[config.mk]
export PLATFORM = sky130hd
export DESIGN_NAME = msrv32_wb_ctrl_unit
export DESIGN_NICKNAME = d
export VERILOG_FILES = /design/src/rtl/msrv32_pkg.sv /design/src/rtl/msrv32_wb_timeout_ctr.sv /design/src/rtl/msrv32_wb_ctrl_unit.sv
export SDC_FILE = /design/constraint.sdc
export NUM_CORES = 1
export LEC_CHECK = 0
export BUFFER_PORTS_ARGS = -buffer_cell sky130_fd_sc_hd__buf_2
export CAP_MARGIN = 5
export CORE_MARGIN = 2
export CORE_UTILIZATION = 50
export DETAILED_ROUTE_END_ITERATION = 6
export PLACE_DENSITY_LB_ADDON = 0.12
export SKIP_CTS_REPAIR_TIMING = 1
export SLEW_MARGIN = 25
export SYNTH_ARGS = -nofsm -noshare
export SYNTH_HDL_FRONTEND = slang
export SYNTH_SLANG_ARGS = --single-unit
[constraint.sdc]
create_clock -name ms_riscv32_mp_clk_in -period 2.4 [get_ports ms_riscv32_mp_clk_in]
set_clock_uncertainty 0.05 [all_clocks]
set_input_delay 0.6 -clock ms_riscv32_mp_clk_in [delete_from_list [all_inputs] [get_ports ms_riscv32_mp_clk_in]]
set_output_delay 0.6 -clock ms_riscv32_mp_clk_in [all_outputs]
set_load 0.01 [all_outputs]
[src/rtl/msrv32_pkg.sv]
// Shared encodings for the msrv32 writeback stage: mux selects, FSM states
// and the hard-wired zero register.
package msrv32_pkg;

    localparam logic [2:0] WB_ALU    = 3'd0;
    localparam logic [2:0] WB_LU     = 3'd1;
    localparam logic [2:0] WB_IMM    = 3'd2;
    localparam logic [2:0] WB_IADDER = 3'd3;
    localparam logic [2:0] WB_CSR    = 3'd4;
    localparam logic [2:0] WB_PC4    = 3'd5;

    localparam logic [4:0] REG_ZERO = 5'd0;

    typedef enum logic [0:0] {
        WB_IDLE      = 1'b0,
        WB_LOAD_WAIT = 1'b1
    } wb_state_t;

endpackage

[src/rtl/msrv32_wb_timeout_ctr.sv]
// Load-wait cycle counter: clears while idle, counts while waiting, flags the
// last permitted wait cycle.
module msrv32_wb_timeout_ctr #(
    parameter int LOAD_TIMEOUT = 16,
    parameter int CNT_W        = 5
) (
    input  logic clk_i,
    input  logic rst_i,
    input  logic clr_i,
    input  logic en_i,
    output logic tc_o
);

    logic [CNT_W-1:0] cnt_q;
    logic [CNT_W-1:0] cnt_d;

    always_comb begin
        cnt_d = cnt_q;
        if (clr_i) begin
            cnt_d = '0;
        end else if (en_i) begin
            cnt_d = cnt_q + 1'b1;
        end
    end

    always_ff @(posedge clk_i) begin
        if (rst_i) begin
            cnt_q <= '0;
        end else begin
            cnt_q <= cnt_d;
        end
    end

    assign tc_o = (cnt_q == CNT_W'(LOAD_TIMEOUT - 1));

endmodule

[src/rtl/msrv32_wb_ctrl_unit.sv]
// Writeback controller: registers select/rd/write intent, waits for load
// data, and issues one register-file write strobe per retired instruction.
module msrv32_wb_ctrl_unit
    import msrv32_pkg::*;
#(
    parameter int LOAD_TIMEOUT = 16,
    parameter int CNT_W        = 5
) (
    input  logic       ms_riscv32_mp_clk_in,
    input  logic       ms_riscv32_mp_rst_in,
    input  logic       valid_in,
    input  logic [2:0] wb_mux_sel_in,
    input  logic       rf_wr_en_in,
    input  logic [4:0] rd_addr_in,
    input  logic       is_load_in,
    input  logic       dmem_ack_in,
    input  logic       flush_in,
    output logic [2:0] wb_mux_sel_reg_out,
    output logic       rf_wr_en_out,
    output logic [4:0] rd_addr_out,
    output logic       stall_out,
    output logic       wb_valid_out,
    output logic       load_fault_out,
    output logic       illegal_sel_out
);

    wb_state_t  state_q, state_d;
    logic [2:0] sel_q, sel_d;
    logic [4:0] rd_q, rd_d;
    logic       intent_q, intent_d;
    logic       wr_q, wr_d;
    logic       valid_q, valid_d;
    logic       fault_q, fault_d;
    logic       ill_q, ill_d;
    logic       timeout_tc;
    logic       sel_illegal;

    assign sel_illegal = (wb_mux_sel_in > WB_PC4);

    msrv32_wb_timeout_ctr #(
        .LOAD_TIMEOUT (LOAD_TIMEOUT),
        .CNT_W        (CNT_W)
    ) u_timeout_ctr (
        .clk_i (ms_riscv32_mp_clk_in),
        .rst_i (ms_riscv32_mp_rst_in),
        .clr_i (state_q != WB_LOAD_WAIT),
        .en_i  (state_q == WB_LOAD_WAIT),
        .tc_o  (timeout_tc)
    );

    always_comb begin
        state_d  = state_q;
        sel_d    = sel_q;
        rd_d     = rd_q;
        intent_d = intent_q;
        wr_d     = 1'b0;
        valid_d  = 1'b0;
        fault_d  = 1'b0;
        ill_d    = 1'b0;
        case (state_q)
            WB_IDLE: begin
                if (valid_in && !flush_in) begin
                    rd_d = rd_addr_in;
                    if (is_load_in) begin
                        sel_d    = wb_mux_sel_in;
                        intent_d = rf_wr_en_in;
                        state_d  = WB_LOAD_WAIT;
                    end else if (sel_illegal && rf_wr_en_in) begin
                        // illegal select with a write: retire, but park the mux on ALU
                        sel_d   = WB_ALU;
                        ill_d   = 1'b1;
                        valid_d = 1'b1;
                    end else begin
                        sel_d   = wb_mux_sel_in;
                        wr_d    = rf_wr_en_in && (rd_addr_in != REG_ZERO) && !sel_illegal;
                        valid_d = 1'b1;
                    end
                end
            end
            WB_LOAD_WAIT: begin
                if (flush_in) begin
                    state_d = WB_IDLE;
                end else if (dmem_ack_in) begin
                    wr_d    = intent_q && (rd_q != REG_ZERO);
                    valid_d = 1'b1;
                    state_d = WB_IDLE;
                end else if (timeout_tc) begin
                    fault_d = 1'b1;
                    state_d = WB_IDLE;
                end
            end
            default: state_d = WB_IDLE;
        endcase
    end

    always_ff @(posedge ms_riscv32_mp_clk_in) begin
        if (ms_riscv32_mp_rst_in) begin
            state_q  <= WB_IDLE;
            sel_q    <= WB_ALU;
            rd_q     <= REG_ZERO;
            intent_q <= 1'b0;
            wr_q     <= 1'b0;
            valid_q  <= 1'b0;
            fault_q  <= 1'b0;
            ill_q    <= 1'b0;
        end else begin
            state_q  <= state_d;
            sel_q    <= sel_d;
            rd_q     <= rd_d;
            intent_q <= intent_d;
            wr_q     <= wr_d;
            valid_q  <= valid_d;
            fault_q  <= fault_d;
            ill_q    <= ill_d;
        end
    end

    assign wb_mux_sel_reg_out = sel_q;
    assign rd_addr_out        = rd_q;
    assign rf_wr_en_out       = wr_q;
    assign wb_valid_out       = valid_q;
    assign load_fault_out     = fault_q;
    assign illegal_sel_out    = ill_q;
    assign stall_out          = (state_q == WB_LOAD_WAIT);

endmodule

==> flow_metrics.env <==
export IMPL_root_buffer="clkbuf_4"
export IMPL_yosys_register_bits=19
export IMPL_routed_wl_mm=1.44
export IMPL_critical_path_slowest_cell="dfxtp_1"
export IMPL_maxSlewHeadroom_pct=73.7
export IMPL_dp_cells=126
export IMPL_period_minus_slack_ns=1.66
export IMPL_placed_cell_area_sq_um=913
export IMPL_grt_pass1_vias=630
export IMPL_hpwl_mm=1.13
export IMPL_synth_seq_area_share_pct=48.4
export IMPL_p_int_w=0.000415
export IMPL_overflow=0
export IMPL_async_reset_ff_share_pct=0
export IMPL_swShare_pct=24.0
export IMPL_drive_above_1_share_pct=30.7
export IMPL_synth_edf_count=0
export IMPL_fin_crit_sh_pct=69.3
export IMPL_synth_top_family_by_area="simple AND/OR/NAND/NOR gates"
export IMPL_die_y_um=43.6
export IMPL_path_depth=1
export IMPL_yosys_top_cells_count="dfxtp_1 (19), nand2_1 (14), a21oi_1 (11)"
export IMPL_comb_power_share_pct=10.9
export IMPL_setup_tns_ns=0
export IMPL_power_total_w=0.000546
export IMPL_cts_clk_slew_worst_paths_ns=0.10
export IMPL_grt_pass1_wl_mm=2.53
export IMPL_worst_setup_path_type="reg2out"
export IMPL_finalInstanceArea_sq_um=940
export IMPL_antenna_cells=0
export IMPL_cp_start_kind="flop"
export IMPL_cts_buffers=3
export IMPL_avgRoutedWirePerCell_um=11.1
export IMPL_nets=132
export IMPL_rr_worst_depth=3
export IMPL_p_leak_nw=0.409
export IMPL_max_stage_delay_ns=0.53
export IMPL_grt_max_degree=15
export IMPL_fmax_mhz=602
export IMPL_synth_xor_area_share_pct=2.23
export IMPL_worstSkewPairLatency_ns=0.29
export IMPL_synthesis_nets=103
export IMPL_power_density_nw_per_um2=581
export IMPL_synthTopCellsByArea="dfxtp_1 (48%), a21oi_1 (7.0%), nand2_1 (6.7%)"
export IMPL_ios=28
export IMPL_drv_slew=0
export IMPL_max_slew_worst_pin_slew_ns=0.394
export IMPL_drt_iter0_markers=11
export IMPL_clk_path_buf_depth=2
export IMPL_finalHoldViolCount=0
export IMPL_dieArea_sq_um=1900
export IMPL_yosysWarnings=0
export IMPL_netlist_instances=86
export IMPL_crit_family="flip-flops"
export IMPL_fp_coreArea_sq_um=1490
export IMPL_switchingPower_w=0.000131
export IMPL_path_cells="buf_2"
export IMPL_synth_simple_area_share_pct=30.4
export IMPL_cts_sinks=19
export IMPL_synth_compound_area_share_pct=10.8
export IMPL_stdcell_count=130
export IMPL_critPathCaptureType="primary output"
export IMPL_arrival_ns=1.01
export IMPL_place_congestion=0.757
export IMPL_grt_setup_unrepaired="false"
export IMPL_synth_area_leader_cell="dfxtp_1"
export IMPL_crit_fanout=9
export IMPL_crit_required_ns=1.75
export IMPL_avgSynthCellArea_sq_um=9.14
export IMPL_pwr_share_clk_pct=28.8
export IMPL_synth_adder_area_share_pct=3.18
export IMPL_cts_tree="built"
export IMPL_ys_types=28
export IMPL_muxShareOfSynthArea_pct=0
export IMPL_cp_num_buf_inv=1
export IMPL_netlist_area_sq_um=786
export IMPL_rows=14
export IMPL_dr_pass1_iters=4
export IMPL_synth_ff_type="dfxtp_1"
export IMPL_p_seq_share_pct=60.3
export IMPL_hold_path_cell_count=1
export IMPL_port_buffers=27
export IMPL_die_x_um=43.6
export IMPL_htree_levels=1
export IMPL_viasPerCell=5.19
export IMPL_drc=0
export IMPL_synth_top_area_share_pct=48.4
export IMPL_finalSetupViolCount=0
export IMPL_outcome="finished clean"
export IMPL_via_count=675
export IMPL_initial_core_util_pct=52.8
export IMPL_syn2layout_area_growth_pct=19.6
export IMPL_ant_nets=0
export IMPL_max_cap_violations=0
export IMPL_vdd_ir_drop_max_mv=0.321
export IMPL_antenna_found_initial=0
export IMPL_hp_class="reg2reg"
export IMPL_grt_use_total_pct=17.6
export IMPL_synthMostInstantiatedCell="dfxtp_1"
-- area by class of cell --
cell class                 count  area [sq um]
tap                           16          20.0
fill                         140           549
timing repair buffer          27           135
clock buffer                   4          26.3
sequential                    19           380
inverter                       3          11.3
multi-input combinational     61           367
-- worst register-to-register path: stages (launching register included) --
cell	delay, ns
dfxtp_1	0.42
or3b_1	0.58
o21ai_2	0.17
a21oi_1	0.07
-- path summary, 6_finish.rpt --
check / start / to / slack (ns)
max reg2reg: stall_out / intent_q / 1.00
min: u_timeout_ctr.cnt_q[0] / u_timeout_ctr.cnt_q[0] / 0.41
max: stall_out / stall_out / 0.74
min reg2reg: u_timeout_ctr.cnt_q[0] / u_timeout_ctr.cnt_q[0] / 0.41
-- metrics by stage --
step	setup WS (ns)	hold WS [ns]	util [%]
2_1_floorplan	0.877	0.368	-
3_3_place_gp	0.722	0.386	61.3
3_5_place_dp	0.693	0.385	61.3
4_1_cts	0.731	0.406	63.1
5_1_grt	0.675	0.429	63.1
6_report	0.738	0.406	63.1
-- state kept, by name (all words and copies together), names as in the netlist --
| name | cells |
|---|---|
| rd_addr_out | 5 |
| intent_q | 1 |
| rf_wr_en_out | 1 |
| illegal_sel_out | 1 |
| u_timeout_ctr.cnt_q | 5 |
| wb_mux_sel_reg_out | 3 |
| wb_valid_out | 1 |
| load_fault_out | 1 |
| stall_out | 1 |
-- power by group through the flow --
stage	Sequential [W]	Combinational (W)	Clock, W
global placement	0.000336	0.0000592	0
finish	0.000329	0.0000596	0.000157
floorplan	0.000339	0.0000304	0
detailed placement	0.000336	0.0000603	0
global route	0.000331	0.0000680	0.000168
CTS	0.000329	0.0000602	0.000162
-- per-layer routing --
metal  vias up  share of wire (%)  track usage, %
li1        355                  -               -
met1       302                 46            20.7
met2        16                 49            30.9
met3         2                4.5            2.50
met4         0               0.63            9.09
met5         -                  0               0
-- cell usage in the layout, fill, tap and decap left out, drive strengths merged --
master	netlist	final
nand4b	1	1
and3	1	1
ha	2	2
a22oi	1	1
a21oi	11	11
nor3	3	3
nor2b	1	1
xnor2	1	1
nand3	5	5
xor2	1	1
or3b	1	1
nand2b	1	1
dfxtp	19	19
o21ai	2	2
nand2	14	14
nand3b	2	2
nor3b	1	1
and4b	1	1
inv	3	3
and3b	1	1
nor4b	1	1
or4	2	2
o2111ai	1	1
buf	3	27
nor2	7	7
clkbuf	0	4
-- cell families after synthesis --
group | after synthesis
buffers and inverters | 6
AO/OA/AOI/OAI | 15
XOR/XNOR | 2
flip-flops | 19
adder cells (fa/ha/maj) | 2
AND/OR/NAND/NOR | 42
Note: power is estimated with default switching activity, not from simulation.
